<file path="config.mk">
export PLATFORM = sky130hd
export DESIGN_NAME = issue_queue
export DESIGN_NICKNAME = d
export VERILOG_FILES = /design/src/rtl/issue_queue.sv
export SDC_FILE = /design/constraint.sdc
export NUM_CORES = 1
export LEC_CHECK = 0
export ABC_CLOCK_PERIOD_IN_PS = 4300
export BUFFER_PORTS_ARGS = -buffer_cell sky130_fd_sc_hd__buf_2
export CAP_MARGIN = 30
export CORE_AREA = 2 2 244 246
export CTS_CLUSTER_SIZE = 24
export DETAILED_ROUTE_END_ITERATION = 10
export DIE_AREA = 0 0 246 248
export PLACE_DENSITY = 0.62
export SYNTH_ARGS = -nofsm -noshare
export SYNTH_HDL_FRONTEND = slang
export SYNTH_SLANG_ARGS = --single-unit
</file>
<file path="constraint.sdc">
create_clock -name clk -period 4.3 [get_ports clk]
set_input_delay 0 -clock clk [delete_from_list [all_inputs] [get_ports clk]]
set_output_delay 0 -clock clk [all_outputs]
set_load 0.05 [all_outputs]
</file>
<file path="src/rtl/issue_queue.sv">
`default_nettype none
// ============================================================================
//  Module   : issue_queue
//  Purpose  : Age-ordered collapsing issue queue with tag wakeup and
//             oldest-ready select between rename and execute.
//  Revision : 1.0  initial release
// ============================================================================
module issue_queue #(
    parameter int DEPTH_WIDTH   = 3,
    parameter int PREG_WIDTH    = 6,
    parameter int AL_WIDTH      = 5,
    parameter int PAYLOAD_WIDTH = 32
) (
    input  logic                     clk,
    input  logic                     rst_n,
    input  logic                     flush,
    input  logic                     enq_valid,
    output logic                     enq_ready,
    input  logic [PREG_WIDTH-1:0]    enq_rs_tag,
    input  logic [PREG_WIDTH-1:0]    enq_rt_tag,
    input  logic                     enq_rs_ready,
    input  logic                     enq_rt_ready,
    input  logic [PREG_WIDTH-1:0]    enq_rd_tag,
    input  logic [AL_WIDTH-1:0]      enq_al_index,
    input  logic [PAYLOAD_WIDTH-1:0] enq_payload,
    input  logic                     wb_valid,
    input  logic [PREG_WIDTH-1:0]    wb_tag,
    output logic                     iss_valid,
    input  logic                     iss_ready,
    output logic [PREG_WIDTH-1:0]    iss_rs_tag,
    output logic [PREG_WIDTH-1:0]    iss_rt_tag,
    output logic [PREG_WIDTH-1:0]    iss_rd_tag,
    output logic [AL_WIDTH-1:0]      iss_al_index,
    output logic [PAYLOAD_WIDTH-1:0] iss_payload,
    output logic [DEPTH_WIDTH:0]     count
);

    localparam int                   DEPTH   = 1 << DEPTH_WIDTH;
    localparam logic [DEPTH_WIDTH:0] C_DEPTH = (DEPTH_WIDTH+1)'(DEPTH);
    localparam logic [DEPTH_WIDTH:0] C_ONE   = (DEPTH_WIDTH+1)'(1);
    localparam logic [DEPTH_WIDTH:0] C_ZERO  = '0;

    typedef struct packed {
        logic                     valid;
        logic [PREG_WIDTH-1:0]    rs_tag;
        logic                     rs_rdy;
        logic [PREG_WIDTH-1:0]    rt_tag;
        logic                     rt_rdy;
        logic [PREG_WIDTH-1:0]    rd_tag;
        logic [AL_WIDTH-1:0]      al_index;
        logic [PAYLOAD_WIDTH-1:0] payload;
    } entry_t;

    entry_t                 r_q    [DEPTH];
    entry_t                 w_woke [DEPTH];
    entry_t                 w_nxt  [DEPTH];
    entry_t                 w_new;
    logic [DEPTH_WIDTH:0]   r_count;
    logic [DEPTH_WIDTH:0]   w_count_nxt;
    logic [DEPTH_WIDTH:0]   w_ins_pos;
    logic [DEPTH_WIDTH-1:0] w_sel;
    logic                   w_found;
    logic                   w_issue;
    logic                   w_enq;
    logic                   w_wb_live;

    assign count     = r_count;
    assign enq_ready = (r_count != C_DEPTH);
    assign w_enq     = enq_valid && enq_ready;
    assign w_issue   = w_found && iss_ready;
    assign w_wb_live = wb_valid && (wb_tag != '0);

    // Oldest-ready select: scan from the youngest so the lowest index wins.
    always_comb begin
        w_found = 1'b0;
        w_sel   = '0;
        for (int i = DEPTH - 1; i >= 0; i--) begin
            if (r_q[i].valid && r_q[i].rs_rdy && r_q[i].rt_rdy) begin
                w_found = 1'b1;
                w_sel   = DEPTH_WIDTH'(i);
            end
        end
    end

    assign iss_valid    = w_found;
    assign iss_rs_tag   = w_found ? r_q[w_sel].rs_tag   : '0;
    assign iss_rt_tag   = w_found ? r_q[w_sel].rt_tag   : '0;
    assign iss_rd_tag   = w_found ? r_q[w_sel].rd_tag   : '0;
    assign iss_al_index = w_found ? r_q[w_sel].al_index : '0;
    assign iss_payload  = w_found ? r_q[w_sel].payload  : '0;

    always_comb begin
        for (int i = 0; i < DEPTH; i++) begin
            w_woke[i] = r_q[i];
            if (w_wb_live && (r_q[i].rs_tag == wb_tag)) w_woke[i].rs_rdy = 1'b1;
            if (w_wb_live && (r_q[i].rt_tag == wb_tag)) w_woke[i].rt_rdy = 1'b1;
        end
    end

    // Incoming entry sees the same-cycle broadcast so it never misses a wakeup.
    always_comb begin
        w_new.valid    = 1'b1;
        w_new.rs_tag   = enq_rs_tag;
        w_new.rs_rdy   = enq_rs_ready || (enq_rs_tag == '0) || (wb_valid && (wb_tag == enq_rs_tag));
        w_new.rt_tag   = enq_rt_tag;
        w_new.rt_rdy   = enq_rt_ready || (enq_rt_tag == '0) || (wb_valid && (wb_tag == enq_rt_tag));
        w_new.rd_tag   = enq_rd_tag;
        w_new.al_index = enq_al_index;
        w_new.payload  = enq_payload;
    end

    always_comb begin
        w_ins_pos = w_issue ? (r_count - C_ONE) : r_count;
        for (int i = 0; i < DEPTH - 1; i++) begin
            w_nxt[i] = (w_issue && (DEPTH_WIDTH'(i) >= w_sel)) ? w_woke[i+1] : w_woke[i];
        end
        w_nxt[DEPTH-1] = w_issue ? '0 : w_woke[DEPTH-1];
        for (int i = 0; i < DEPTH; i++) begin
            if (w_enq && (w_ins_pos == (DEPTH_WIDTH+1)'(i))) w_nxt[i] = w_new;
        end
        w_count_nxt = r_count + (w_enq ? C_ONE : C_ZERO) - (w_issue ? C_ONE : C_ZERO);
    end

    always_ff @(posedge clk or negedge rst_n) begin
        if (!rst_n) begin
            r_count <= '0;
            for (int i = 0; i < DEPTH; i++) r_q[i] <= '0;
        end else if (flush) begin
            r_count <= '0;
            for (int i = 0; i < DEPTH; i++) r_q[i].valid <= 1'b0;
        end else begin
            r_count <= w_count_nxt;
            for (int i = 0; i < DEPTH; i++) r_q[i] <= w_nxt[i];
        end
    end

endmodule
`default_nettype wire

</file>
==> run_results.csv, run 1 <==
group,metric,value,unit
worst_setup_path,critPathArrivalTime,4.02,ns
finish,final_common_cell,"nand2_1",
synth,syn_area,26000,um2
finish,utilization,50.8,%
worst_setup_path,crit_path_max_incr_delay,0.71,ns
placement,globalplace.congestion,0.865,
power,total_power,19.1,mW
detailed_routing,remaining_drc_errors,0,
synth,ys_ff_latch,468,
worst_setup_path,cpMostUsedCell,"buf_4",
floorplan,die-height,248,um
global_routing,grt_pass1_wl,150000,um
worst_setup_path,worstSetupStartpointType,"flop",
floorplan,die_area,61000,um2
sta,fmax,249,MHz
global_routing,grt_max_degree,135,
sta,hold_viol_final,0,
worst_setup_path,cp-end-kind,"output port",
clock_network,cts-root-buf,"clkbuf_16",
finish,synthToLayoutAreaGrowth,14.2,%
detailed_routing,num_vias,24900,
floorplan,pin_count,130,
worst_setup_path,crit_fanout,55,
clock_network,cts_sinks,468,
sta,worst_pin_slew,1.02,ns
synth,async_flop_share,100,%
finish,instances_no_fill,3668,
placement,hpwl,54800,um
sta,skew,0.0195,ns
detailed_routing,drt_iter0_markers,3217,
detailed_routing,drt-wirelength-per-cell,26.8,um
synth,synth_fa_ha_area_share,0.462,%
clock_network,cts_tree,"built",
synth,synth_top_family_by_area,"compound AO/OA/AOI/OAI gates",
clock_network,htreeDepth,2,
sta,fin_setup_tns,0,ns
worst_setup_path,worstPathRequired,4.30,ns
worst_hold_path,hold_class,"in -> async",
floorplan,initial_core_util,44.5,%
worst_setup_path,crit_type,"reg -> out",
synth,synth_fp_nets,2916,
worst_setup_path,cp_slowest_cell,"nor2_4",
sta,rsz0062_at_grt,"no",
synth,ys_warn_count,0,
sta,period_minus_slack,4.02,ns
global_routing,antenna_found_initial,3,
global_routing,gr-total-overflow,0,
sta,setup_viol,0,
power,cellPowerDensity,643,nW/um2
finish,antenna_cells,0,
clock_network,numCtsBuffers,53,
global_routing,first_global_vias,24500,
clock_network,insertion_delay,0.62,ns
power,irDropWorstVdd,0.000351,V
finish,mostFrequentLayoutCells,"514 x nand2_1, 468 x dfrtp_1, 353 x a2bb2oi_1, 287 x o22ai_1, 275 x o21ai_0",
detailed_routing,first_pass_iters,6,
detailed_routing,wl,98300,um
power,leakage,12.6,nW
synth,synth_xor_area_share,3.67,%
detailed_routing,via_per_inst,6.80,
floorplan,coreArea,58500,um2
job,drv_cap,0,
synth,yosys.area_share.simple,11.8,%
clock_network,cts_resized,0,
global_routing,track_usage,31.8,%
synth,ys.flop_type,"dfrtp_1",
clock_network,clock_path_buffers,3,
finish,nets,2930,
sta,min_period_over_period,93.5,%
synth,yosys-mux-area-fraction,1.35,%
sta,whs,0.0414,ns
synth,yosysSeqAreaShare,45.0,%
synth,synthCells,2838,
synth,synth-edff-count,0,
run_status,outcome,"complete, no violations",
synth,synthDistinctLibCells,70,
floorplan,rows,89,
sta,maxSlewViolCount,0,
placement,placedCellCount,3508,
placement,io_buffers,129,
worst_setup_path,cp_cell_sequence,"and3_1 > nor2_4 > buf_4 > nand2_2 > buf_4 > o22ai_1 > a31o_2 > buf_2",
synth,avgSynthCellArea,9.17,um2
finish,drive_gt1_share,13.0,%
synth,synth_compound_area_share,32.6,%
clock_network,path_clk_slew,0.06,ns
floorplan,fp.dieW,246,um
detailed_routing,antenna_left,0,
sta,max_slew_margin,31.8,%
flip-flops by register name, summed over array words and instances (netlist names):
signal	count
count	4
r_q	464
critical path, delay by kind of cell, from the launching register on:
kind / cells / cell delay, ns
DFF: 1 / 0.39
AOI/OAI and AO/OA: 2 / 0.68
and+or+nand+nor: 3 / 1.07
buffers and inverters: 3 / 1.22
Yosys cell counts, drive strengths merged, types with 35 or more instances:
| cell type | n | area (um2) |
|---|---|---|
| a21oi | 105 | 556 |
| a2bb2oi | 381 | 3510 |
| a311o | 43 | 430 |
| buf | 112 | 576 |
| clkbuf | 187 | 702 |
| dfrtp | 468 | 11700 |
| mux2i | 35 | 350 |
| nand2 | 517 | 1940 |
| nand3 | 119 | 606 |
| o21ai | 290 | 1470 |
| o22ai | 287 | 1800 |
| xnor2 | 39 | 342 |
| xor2 | 70 | 613 |
power by group:
group / total [mW] / switching (mW) / internal, mW
clock: 4.76 / 1.96 / 2.80
sequential: 8.23 / 1.86 / 6.37
combinational: 6.12 / 3.15 / 2.97
routing by layer:
metal | GRT usage [%] | vias to the layer above | part of all wire, %
met1 | 44.0 | 12500 | 41
met3 | 6.74 | 209 | 10
met2 | 49.1 | 1572 | 45
li1 | - | 10700 | -
met5 | 0 | - | 0.022
met4 | 11.3 | 4 | 3.0
cells by family (layout without fill, tap and decap cells):
kind of cell,count (synthesis),count (layout)
AND/OR/NAND/NOR,725,725
buffers and inverters,309,366
XOR/XNOR,109,109
AO/OA/AOI/OAI,1183,1183
adder cells (fa/ha/maj),9,9
multiplexers,35,35
flip-flops,468,468
worst paths after layout:
kind	cells past startpoint	endpoint	slack, ns	startpoint
setup / recovery	8	iss_rt_tag[5]	0.28	r_q[449]
hold / removal	2	r_q[387]	0.04	rst_n
setup reg to reg	10	r_q[65]	0.61	count[1]
hold reg to reg	1	r_q[425]	0.53	r_q[425]
max in group asynchronous	3	r_q[101]	3.13	rst_n
min in group clk	6	count[0]	0.22	enq_valid
through the flow:
stage	setup slack [ns]	instance area [um2]
6_report	0.280	29700
5_1_grt	0.210	29700
4_1_cts	0.383	29700
3_5_place_dp	0.520	27300
3_3_place_gp	0.688	27200
2_1_floorplan	0.999	26000
layout make-up:
cell class	count	area [um2]
fill	5318	28700
multi-input combinational	2061	13200
sequential	468	11700
timing repair buffer	258	2020
clock buffer	70	1490
tap	773	967
clock inverter	28	320
inverter	10	45.0
timing repair:
item                                   in CTS  in global routing
endpoints found under the hold margin     539                  0
buffers inserted                            0                  0
hold buffers                               61                  0
Note: power is estimated with default switching activity, not from simulation.
==> inputs of run 2 (changes only) <==
- PLACE_DENSITY: 0.62 -> 0.68
==> run 2 against run 1 <==
Highest routed layer is now met4. Non-clock buffer count is the same. First-iteration DRC count is 8.4% higher. Critical path type unchanged. Sequential share of layout area unchanged. Cell count about the same. Routed wire length up 2.5%. Critical endpoint is now iss_payload[28]. Total power up 0.52%. Largest cell class unchanged. Worst hold slack got worse by 0.0095 ns.
==> run_results.csv, run 2 (synthesis results as in run 1) <==
group,metric,value,unit
finish,utilization,50.8,%
clock_network,path_clk_slew,0.06,ns
worst_hold_path,hold_class,"in -> async",
placement,io_buffers,129,
detailed_routing,drt_iter0_markers,3488,
clock_network,numCtsBuffers,52,
worst_setup_path,cp-end-kind,"output port",
power,total_power,19.2,mW
finish,largest_reg_flops,464,
finish,regMostFlops,"r_q",
sta,max_slew_margin,32.2,%
global_routing,track_usage,32.4,%
power,cellPowerDensity,647,nW/um2
clock_network,htreeDepth,2,
global_routing,first_global_vias,25100,
worst_setup_path,crit_fanout,29,
detailed_routing,antenna_left,0,
sta,worst_pin_slew,1.02,ns
clock_network,cts_tree,"built",
floorplan,fp.dieW,246,um
sta,whs,0.0319,ns
sta,period_minus_slack,3.84,ns
global_routing,grt_max_degree,112,
floorplan,die-height,248,um
power,irDropWorstVdd,0.000365,V
clock_network,cts_resized,0,
finish,final_common_cell,"nand2_1",
detailed_routing,remaining_drc_errors,0,
clock_network,insertion_delay,0.61,ns
worst_setup_path,worstSetupStartpointType,"flop",
power,leakage,12.5,nW
detailed_routing,drt-wirelength-per-cell,27.5,um
placement,globalplace.congestion,0.959,
placement,hpwl,54900,um
clock_network,cts_sinks,468,
finish,mostFrequentLayoutCells,"514 x nand2_1, 468 x dfrtp_1, 353 x a2bb2oi_1, 287 x o22ai_1, 275 x o21ai_0",
global_routing,antenna_found_initial,1,
sta,hold_viol_final,0,
sta,skew,0.0165,ns
finish,synthToLayoutAreaGrowth,14.2,%
floorplan,pin_count,130,
clock_network,post_cts_buffers,0,
worst_setup_path,crit_type,"reg -> out",
global_routing,grt_pass1_wl,153000,um
clock_network,clock_path_buffers,3,
finish,nets,2929,
run_status,outcome,"complete, no violations",
floorplan,die_area,61000,um2
sta,min_period_over_period,89.2,%
sta,fin_setup_tns,0,ns
worst_setup_path,worstPathRequired,4.30,ns
floorplan,initial_core_util,44.5,%
detailed_routing,num_vias,25400,
placement,dpl_cell_area,27300,um2
detailed_routing,via_per_inst,6.92,
detailed_routing,wl,101000,um
worst_setup_path,critPathArrivalTime,3.84,ns
clock_network,cts_hold_buf,61,
finish,drive_gt1_share,12.9,%
sta,rsz0062_at_grt,"no",
sta,setup_viol,0,
job,drv_cap,0,
sta,fmax,261,MHz
floorplan,rows,89,
detailed_routing,first_pass_iters,6,
finish,final_area,29700,um2
sta,maxSlewViolCount,0,
global_routing,gr-total-overflow,0,
floorplan,coreArea,58500,um2
clock_network,cts-root-buf,"clkbuf_16",
run 2: cell count changes in the layout (fill, tap and decap cells not counted), sizes merged:
cell,delta
inv,+1
diode,+1
clkbuf,-2
clkinvlp,+3
bufinv,+1
clkinv,-7
run 2: worst max-delay path: stages, from the launching register on:
cell and delay, ns:
dfrtp_1 0.39, and3_1 0.28, nor2_4 0.60, nand2_2 0.75, buf_4 0.49, nand3_1 0.11, a311o_1 0.26, buf_2 0.30
run 2: cell type report:
cell class,count,area [um2]
clock inverters,26,320
clock buffers,68,1460
inverters,10,45.0
multi-input cells,2061,13200
flip-flops and latches,468,11700
well taps,773,967
fillers,5318,28700
repair buffers,258,2050
diodes,1,2.50
run 2: worst paths after layout:
check | end | slack, ns | cells after the start | from
worst max-delay path | iss_payload[28] | 0.46 | 7 | r_q[449]
worst min-delay path | r_q[45] | 0.03 | 2 | rst_n
worst max register to register | r_q[305] | 0.74 | 9 | r_q[333]
worst min register to register | r_q[431] | 0.53 | 1 | r_q[431]
max in group asynchronous | r_q[405] | 2.88 | 3 | rst_n
min in group clk | r_q[50] | 0.13 | 5 | wb_valid
run 2: layer usage:
layer / routed length (um) / up-vias / GRT usage, %
met5: 0 / - / 0
met4: 4550 / 0 / 15.8
met3: 11600 / 336 / 7.44
met2: 45100 / 1851 / 49.4
met1: 39600 / 12500 / 43.6
li1: - / 10700 / -
run 2: power breakdown:
part,switching [mW],internal [mW]
clock,1.96,2.81
combinational,3.20,2.97
sequential,1.91,6.37
run 2: metrics by stage:
stage / worst slack, ns / instances
detailed placement: 0.824 / 3509
CTS: 0.540 / 3664
global route: 0.433 / 3665
finish: 0.465 / 3665
floorplan: 0.999 / 2838
global placement: 0.864 / 3508
